$ cat config.mk
export PLATFORM = sky130hd
export DESIGN_NAME = tile_kernel_acc
export DESIGN_NICKNAME = d
export VERILOG_FILES = /design/src/rtl/tile_pkg.sv /design/src/rtl/tile_row_adder.sv /design/src/rtl/tile_kernel_acc.sv
export SDC_FILE = /design/constraint.sdc
export NUM_CORES = 1
export LEC_CHECK = 0
export CAP_MARGIN = 20
export CELL_PAD_IN_SITES_DETAIL_PLACEMENT = 2
export CELL_PAD_IN_SITES_GLOBAL_PLACEMENT = 2
export CORE_UTILIZATION = 35
export CTS_BUF_LIST = sky130_fd_sc_hd__clkbuf_2 sky130_fd_sc_hd__clkbuf_4 sky130_fd_sc_hd__clkbuf_8
export DETAILED_ROUTE_END_ITERATION = 10
export PLACE_DENSITY_LB_ADDON = 0.1
export RECOVER_POWER = 25
export SLEW_MARGIN = 25
export SYNTH_ARGS = -nofsm -noshare
export SYNTH_HDL_FRONTEND = slang
export SYNTH_HIERARCHICAL = 1
export SYNTH_SLANG_ARGS = --single-unit
$ cat constraint.sdc
create_clock -name clk -period 8.6 [get_ports clk]
set_input_delay 1.72 -clock clk [delete_from_list [all_inputs] [get_ports clk]]
set_output_delay 1.72 -clock clk [all_outputs]
set_load 0.01 [all_outputs]
$ cat src/rtl/tile_pkg.sv
// Shared defaults and accumulator FSM encoding for the tile kernel accumulator.
package tile_pkg;
    localparam int TILE_M_BW = 16;
    localparam int TILE_ROWS = 5;
    localparam int TILE_COLS = 5;
    localparam int TILE_A_BW = 24;

    typedef logic [1:0] accum_state_t;

    localparam accum_state_t ACCUM_IDLE = 2'd0;
    localparam accum_state_t ACCUM_RUN  = 2'd1;
    localparam accum_state_t ACCUM_HOLD = 2'd2;
endpackage

$ cat src/rtl/tile_row_adder.sv
// Combinational signed adder: sign-extends N packed IN_BW-bit terms and sums them to OUT_BW bits.
module tile_row_adder
    import tile_pkg::*;
#(
    parameter int IN_BW  = TILE_M_BW,
    parameter int N      = TILE_COLS,
    parameter int OUT_BW = TILE_M_BW + 3
) (
    input  logic [IN_BW*N-1:0]        terms,
    output logic signed [OUT_BW-1:0]  sum
);
    always_comb begin
        // NOTE: assigning a default before the loop keeps this purely combinational (no latch).
        sum = '0;
        for (int i = 0; i < N; i++) begin
            sum = sum + OUT_BW'($signed(terms[i*IN_BW +: IN_BW]));
        end
    end
endmodule

$ cat src/rtl/tile_kernel_acc.sv
// Three-stage reduction of a ROWS x COLS tile of PE products into a per-window kernel sum.
// Define TILE_ACC_SAT_EN to saturate the accumulator (sticky o_overflow); otherwise it wraps.
module tile_kernel_acc
    import tile_pkg::*;
#(
    parameter int M_BW = TILE_M_BW,
    parameter int ROWS = TILE_ROWS,
    parameter int COLS = TILE_COLS,
    parameter int A_BW = TILE_A_BW
) (
    input  logic                        clk,
    input  logic                        rst_n,
    input  logic                        i_mul_valid,
    input  logic [M_BW*ROWS*COLS-1:0]   i_mul_result,
    input  logic                        i_last,
    input  logic                        i_clr,
    output logic                        o_ready,
    output logic                        o_acc_valid,
    input  logic                        i_acc_ready,
    output logic signed [A_BW-1:0]      os_acc_kernel,
    output logic                        o_overflow
);
    localparam int R_BW = M_BW + 3;
    localparam int S_BW = M_BW + 5;

    logic stall;
    logic beat_in;

    assign stall   = o_acc_valid && !i_acc_ready;
    assign o_ready = !stall;
    assign beat_in = i_mul_valid && o_ready && !i_clr;

    // Stage 1: per-row sums
    logic signed [R_BW-1:0] row_sum [ROWS];
    logic signed [R_BW-1:0] s1_row  [ROWS];
    logic                   s1_valid;
    logic                   s1_last;

    for (genvar r = 0; r < ROWS; r++) begin : g_row
        tile_row_adder #(
            .IN_BW  (M_BW),
            .N      (COLS),
            .OUT_BW (R_BW)
        ) u_row_adder (
            .terms (i_mul_result[M_BW*COLS*r +: M_BW*COLS]),
            .sum   (row_sum[r])
        );
    end

    always_ff @(posedge clk or negedge rst_n) begin
        // NOTE: non-blocking updates so each stage captures its upstream's pre-edge value.
        if (!rst_n) begin
            s1_valid <= 1'b0;
            s1_last  <= 1'b0;
            // NOTE: this array is a handful of flops, so it is reset like any register.
            for (int r = 0; r < ROWS; r++) s1_row[r] <= '0;
        end else if (i_clr) begin
            s1_valid <= 1'b0;
            s1_last  <= 1'b0;
        end else if (!stall) begin
            s1_valid <= beat_in;
            s1_last  <= beat_in && i_last;
            for (int r = 0; r < ROWS; r++) s1_row[r] <= row_sum[r];
        end
    end

    // Stage 2: tile sum
    logic signed [S_BW-1:0] s2_next;
    logic signed [S_BW-1:0] s2_sum;
    logic                   s2_valid;
    logic                   s2_last;

    always_comb begin
        s2_next = '0;
        for (int r = 0; r < ROWS; r++) s2_next = s2_next + S_BW'(s1_row[r]);
    end

    always_ff @(posedge clk or negedge rst_n) begin
        if (!rst_n) begin
            s2_valid <= 1'b0;
            s2_last  <= 1'b0;
            s2_sum   <= '0;
        end else if (i_clr) begin
            s2_valid <= 1'b0;
            s2_last  <= 1'b0;
        end else if (!stall) begin
            s2_valid <= s1_valid;
            s2_last  <= s1_last;
            s2_sum   <= s2_next;
        end
    end

    // Stage 3: window accumulator
    logic signed [A_BW-1:0] acc;
    logic signed [A_BW-1:0] acc_sum;
    logic signed [A_BW-1:0] s2_ext;

    assign s2_ext = A_BW'(s2_sum);

`ifdef TILE_ACC_SAT_EN
    logic signed [A_BW:0] add_full;
    logic                 clamp;

    always_comb begin
        add_full = (A_BW+1)'(acc) + (A_BW+1)'(s2_ext);
        clamp    = add_full[A_BW] != add_full[A_BW-1];
        if (!clamp)              acc_sum = add_full[A_BW-1:0];
        else if (add_full[A_BW]) acc_sum = {1'b1, {(A_BW-1){1'b0}}};
        else                     acc_sum = {1'b0, {(A_BW-1){1'b1}}};
    end

    always_ff @(posedge clk or negedge rst_n) begin
        if (!rst_n)                                     o_overflow <= 1'b0;
        else if (!i_clr && !stall && s2_valid && clamp) o_overflow <= 1'b1;
    end
`else
    assign acc_sum    = acc + s2_ext;
    assign o_overflow = 1'b0;
`endif

    always_ff @(posedge clk or negedge rst_n) begin
        if (!rst_n) begin
            acc           <= '0;
            os_acc_kernel <= '0;
            o_acc_valid   <= 1'b0;
        end else if (i_clr) begin
            acc           <= '0;
            os_acc_kernel <= '0;
            o_acc_valid   <= 1'b0;
        end else if (!stall) begin
            if (s2_valid && s2_last) begin
                os_acc_kernel <= acc_sum;
                o_acc_valid   <= 1'b1;
                acc           <= '0;
            end else begin
                // Unstalled means the held result (if any) was consumed this cycle.
                o_acc_valid <= 1'b0;
                if (s2_valid) acc <= acc_sum;
            end
        end
    end

    accum_state_t state;
    accum_state_t state_nxt;

    always_comb begin
        state_nxt = state;
        if (stall)                  state_nxt = ACCUM_HOLD;
        else if (s2_valid)          state_nxt = s2_last ? ACCUM_IDLE : ACCUM_RUN;
        else if (state == ACCUM_HOLD) state_nxt = ACCUM_IDLE;
    end

    always_ff @(posedge clk or negedge rst_n) begin
        if (!rst_n)     state <= ACCUM_IDLE;
        else if (i_clr) state <= ACCUM_IDLE;
        else            state <= state_nxt;
    end
endmodule

* After elaboration in Yosys (flattened, before gate mapping)
Cells that the tools add are included.
** Cells by class
- Add/subtract/negate cells :: 25
- Order comparisons :: 0
- $mul :: 0
- Reduce and logical (&&, ||, !) cells :: 13
- Equal/unequal tests :: 1
- Bitwise gates (word level) :: 2
- Divide/modulo/power cells :: 0
- Mux-type cells :: 18
- Shift-type cells :: 0
** Operators with widths (number)
- $add 19x16->19 :: 10
- $mux 24 :: 7
- $add 17x16->18 :: 5
- $add 16x16->17 :: 5
- $add 21x19->21 :: 2
- $add 24x21->24 :: 1
- $add 20x19->21 :: 1
- $add 19x19->20 :: 1
- $mux 1 :: 11
- $reduce_and 2->1 :: 3
- $logic_and 1x1->1 :: 5
- $logic_not 1->1 :: 3
- $reduce_bool 3->1 :: 1
- $ne 2x2->1 const B :: 1
- $not 1->1 :: 2
- $reduce_bool 2->1 :: 1
** Storage, ports and cells
- Memory bits (writable) :: 0
- Output and inout bits :: 27
- Input port bits :: 406
- Memories kept :: 0
- Word-level logic and storage cells :: 72
- Bits in latches :: 0
- Memory bits (read-only) :: 0
- Flip-flop bits (word level) :: 169

* Depth between registers and ports, before layout
- Depth after elaboration :: 8
- Depth in mapped cells :: 17
- Mapped depth without buffers :: 16

* Cells and area by module
The synthesis kept the hierarchy.
** By module, submodules not included
- tile_kernel_acc :: times used 1, seq. area each 4229.1 µm², cells each 1065, area each 9979.6 µm²
- tile_row_adder at g_row[0].u_row_adder ... :: times used 2, seq. area each 0.0 µm², cells each 320, area each 2511.2 µm²
- tile_row_adder at g_row[2].u_row_adder ... :: times used 2, seq. area each 0.0 µm², cells each 298, area each 2321.0 µm²
- tile_row_adder at g_row[4].u_row_adder :: times used 1, seq. area each 0.0 µm², cells each 309, area each 2394.8 µm²

* Worst setup path before layout
No wires, ideal clock.
- Path kind :: in2reg
- Start point :: input port i_mul_result[13]
- End point :: register s1_row[94] in the netlist's numbering
- Arrival time :: 4967 ps
- Setup slack :: 3502 ps
- Cell stages on the path :: 17
- Library setup time :: 131 ps
- Data required time :: 8469 ps
- Path buffers :: 1
- Path through :: inv_1 > fa_1 > inv_1 > fa_1 > inv_1 > fa_1 > inv_1 > ha_1 > buf_6 > a2111oi_4 > o21ai_1 > a22oi_1 > o31ai_2 > nor4_2 > a211oi_2 > nand2_1 > o21ai_0
** RTL lines
- start, declared :: line tile_kernel_acc.sv:14 : input logic [M_BW*ROWS*COLS-1:0] i_mul_result,
- end, declared :: line tile_kernel_acc.sv:35 : logic signed [R_BW-1:0] s1_row [ROWS];

==> impl_metrics.csv <==
group,metric,value,unit
floorplanning,core,0.0619,mm²
critical_path,critPathLaunch,"i_mul_result[2]",
drt,num_vias,18200,
critical_path,cp_max_fo,3,
power_and_ir_drop,p_leak,14.8,nW
critical_path,path_class,"in2reg",
floorplanning,die_x,253,µm
drt,viasPerCell,4.70,
critical_path,crit_slowest_cell,"fa_1",
critical_path,crit_path_end_kind,"register",
global_route,grt_pass1_vias,21400,
global_route,use_met2,0.408,
global_route,grt_pass1_wl,109000,µm
global_route,antenna_found_initial,0,
drt,drt_wl_total,66000,µm
global_route,use_met1,0.249,
sta,fmax,180,MHz
sta,setup_tns,0,ns
clock_tree,clock_latency,0.51,ns
final_layout,layout_common_cells,"923 x inv_1, 430 x clkdlybuf4s50_1, 309 x fa_1",
critical_path,r2r-end,"s2_sum[19]",
logic_synthesis,avgSynthCellArea,8.44,µm²
job,maxCapViolCount,0,
run_status,status,"completed",
clock_tree,clk_pin_slew,0.10,ns
min_path,whs_path_depth,2,
logic_synthesis,synth_area,0.0220,mm²
final_layout,num-fill-cells,6923,
critical_path,required,8.97,ns
sta,tightest_slew,0.910,ns
logic_synthesis,ys_warn_count,6,
power_and_ir_drop,intPower,0.00577,W
sta,period_minus_slack,5.57,ns
power_and_ir_drop,seq_power_share,0.104,
clock_tree,h-tree-depth,4,
critical_path,path_cells,"clkdlybuf4s50_1 -> inv_1 -> fa_1 -> inv_1 -> fa_1 -> inv_1 -> fa_1 -> inv_1 -> ha_1 -> a211oi_1 -> o21bai_1 -> a21oi_1 -> o31ai_2 -> nor4_2 -> a211oi_2 -> nand2_1 -> o21ai_0",
final_layout,final_core_util,0.447,
logic_synthesis,synthArstFlopShare,1.00,
power_and_ir_drop,p_sw,0.00686,W
sta,fin_crit_sh,0.648,
critical_path,reg2reg_depth,15,
global_route,grt.busiest_layer,"met2",
clock_tree,tritoncts,"done",
critical_path,critPathBufInv,5,
logic_synthesis,synth-edff-count,0,
drt,drt_iter0_drc,531,
critical_path,path_depth,17,
sta,slew_headroom,0.393,
floorplanning,start_util,0.356,
drt,drc,0,
critical_path,cpMostUsedCell,"inv_1",
place,dp_cells,3837,
final_layout,layout.nets,3873,
place,gp_congestion,0.825,
global_route,grt_max_degree,117,
clock_tree,cts_root_buffer,"clkbuf_8",
place,port_buffers,431,
critical_path,endpoint,"s1_row[94]",
sta,hold_slack,0.506,ns
logic_synthesis,syn-num-nets,3464,
power_and_ir_drop,switching_share,0.543,
place,dpl.hpwl,58200,µm
critical_path,critical_path.top_delay_family,"adder cells",
power_and_ir_drop,p_clk_frac,0.053,
min_path,hold_class,"reg2reg",
critical_path,max_stage_delay,0.56,ns
sta,setup_violations,0,
final_layout,diodes,0,
power_and_ir_drop,ir_drop,0.596,mV
clock_tree,cts_buffers,17,
logic_synthesis,ys_ff_latch,169,
logic_synthesis,synth-main-ff-cell,"dfrtp_1",
final_layout,layout-drive-gt1-share,0.0280,
floorplanning,die_h,253,µm
sta,slew_violations,0,
final_layout,final_cells,3869,
floorplanning,core.rowCount,91,
sta,fin_worst_skew,0.0211,ns
critical_path,r2r_setup_slack,4.16,ns
clock_tree,post-cts-setup-buffers,0,
logic_synthesis,syn-instance-count,2610,
power_and_ir_drop,p_comb_frac,0.842,
drt,ant_nets,0,
power_and_ir_drop,powerDensity,456,mW/mm²
final_layout,syn2layout_area_growth,25.7,%
drt,wl_per_cell,17.1,µm
clock_tree,clockBufferDepth,2,
logic_synthesis,ys_seq_area_frac,0.192,
floorplanning,dieArea,0.0640,mm²
drt,first_pass_iters,5,
critical_path,cp.arrival,5.94,ns
global_route,grt_overflow,0,
sta,rsz0062_at_grt,"no",
critical_path,startpoint_type,"input pin",
global_route,grt_use_total,0.213,
global_route,gr-usage-met3,0.0271,
floorplanning,pin_count,433,
sta,hold_viol,0,
critical_path,r2r-start,"s1_row[32]",
final_layout,final_common_cell,"inv_1",
clock_tree,clock_sinks,169,
clock_tree,postCtsHoldBufs,0,
clock_tree,cts_resized,0,
logic_synthesis,synth.distinct_cells,78,
-- flip-flops by register name (all words and copies together), names as in the netlist --
name / cells
s1_row: 95
s2_last: 1
s1_valid: 1
s2_sum: 21
os_acc_kernel: 24
o_acc_valid: 1
s1_last: 1
s2_valid: 1
acc: 24
-- power groups by stage --
| stage | combinational [W] | clock (W) | sequential, W |
|---|---|---|---|
| final | 0.0106 | 0.000673 | 0.00132 |
| after global routing | 0.0121 | 0.000721 | 0.00135 |
| after CTS | 0.0108 | 0.000696 | 0.00132 |
| after detailed placement | 0.0107 | 0 | 0.00134 |
| after global placement | 0.0101 | 0 | 0.00132 |
| after floorplan | 0.00771 | 0 | 0.00125 |
-- metrics by stage --
step | setup WS, ns | instance area [µm²] | power, W
after floorplan | 3.50 | 22000 | 0.00897
after global placement | 2.68 | 27200 | 0.0114
after detailed placement | 2.51 | 27200 | 0.0120
after CTS | 3.05 | 27700 | 0.0128
after global routing | 2.83 | 27700 | 0.0141
final | 3.03 | 27700 | 0.0126
-- synthesized netlist by cell type, types with 4 or more instances --
master / count / share of area
nor2b_1: 13 / 0.0037
o21ai_1: 8 / 0.0018
o21bai_1: 10 / 0.0034
a2111oi_4: 4 / 0.0050
nand4_1: 13 / 0.0037
a211oi_2: 5 / 0.0028
o31ai_1: 5 / 0.0017
nand2b_1: 18 / 0.0051
nor2_1: 61 / 0.010
ha_1: 139 / 0.079
and4_1: 4 / 0.0016
a22o_1: 41 / 0.016
clkbuf_1: 36 / 0.0061
fa_1: 309 / 0.28
dfrtp_1: 169 / 0.19
a211oi_1: 18 / 0.0061
a21o_2: 6 / 0.0024
and2_1: 8 / 0.0023
o21a_1: 20 / 0.0068
o211ai_1: 12 / 0.0041
xnor2_1: 73 / 0.029
and3_1: 14 / 0.0040
inv_1: 923 / 0.16
o211a_1: 4 / 0.0018
a211o_1: 7 / 0.0028
nand3_1: 25 / 0.0057
nand2_1: 245 / 0.042
a21o_1: 34 / 0.012
nand3b_1: 5 / 0.0017
a31oi_1: 18 / 0.0051
xor2_1: 38 / 0.015
nor3_1: 18 / 0.0041
o21ai_0: 122 / 0.028
a21oi_1: 103 / 0.023
-- metal layers --
layer  vias to the layer above  part of all wire
met2                       265              0.55
met4                         0             0.018
met5                         -                 0
met3                        59             0.029
li1                       8646                 -
met1                      9208              0.41
-- tightest hold or removal path: cells and delay by family, from the launching register on --
kind	cells	cell delay [ns]
DFF	1	0.37
and+or+nand+nor	2	0.11
-- final cells by class --
type,count,area [µm²],area share
multi-input cells,1468,14100,0.510
repair buffers,439,4390,0.158
flip-flops and latches,169,4230,0.153
inverters,924,3470,0.125
well taps,837,1050,0.0378
clock buffers,18,248,0.00894
clock inverters,14,206,0.00745
-- cells by family after synthesis --
group | share of synthesized area
AO/OA/AOI/OAI | 0.143
XOR/XNOR | 0.0441
adder cells (fa/ha/maj) | 0.360
buffers and inverters | 0.168
flip-flops | 0.192
multiplexers | 0.000454
other | 0.000170
AND/OR/NAND/NOR | 0.0920
-- worst min-delay path by stage --
stage | endpoint | from | slack (ns)
3_3_place_gp | os_acc_kernel[23] | os_acc_kernel[23] | 0.48
3_5_place_dp | s2_sum[2] | s2_sum[2] | 0.49
4_1_cts | os_acc_kernel[23] | os_acc_kernel[23] | 0.52
2_1_floorplan | s1_row[57] | s1_row[57] | 0.45
5_1_grt | acc[0] | acc[0] | 0.53
6_report | s2_sum[2] | s2_sum[2] | 0.51
No activity file was read; power rests on OpenSTA's default activity.
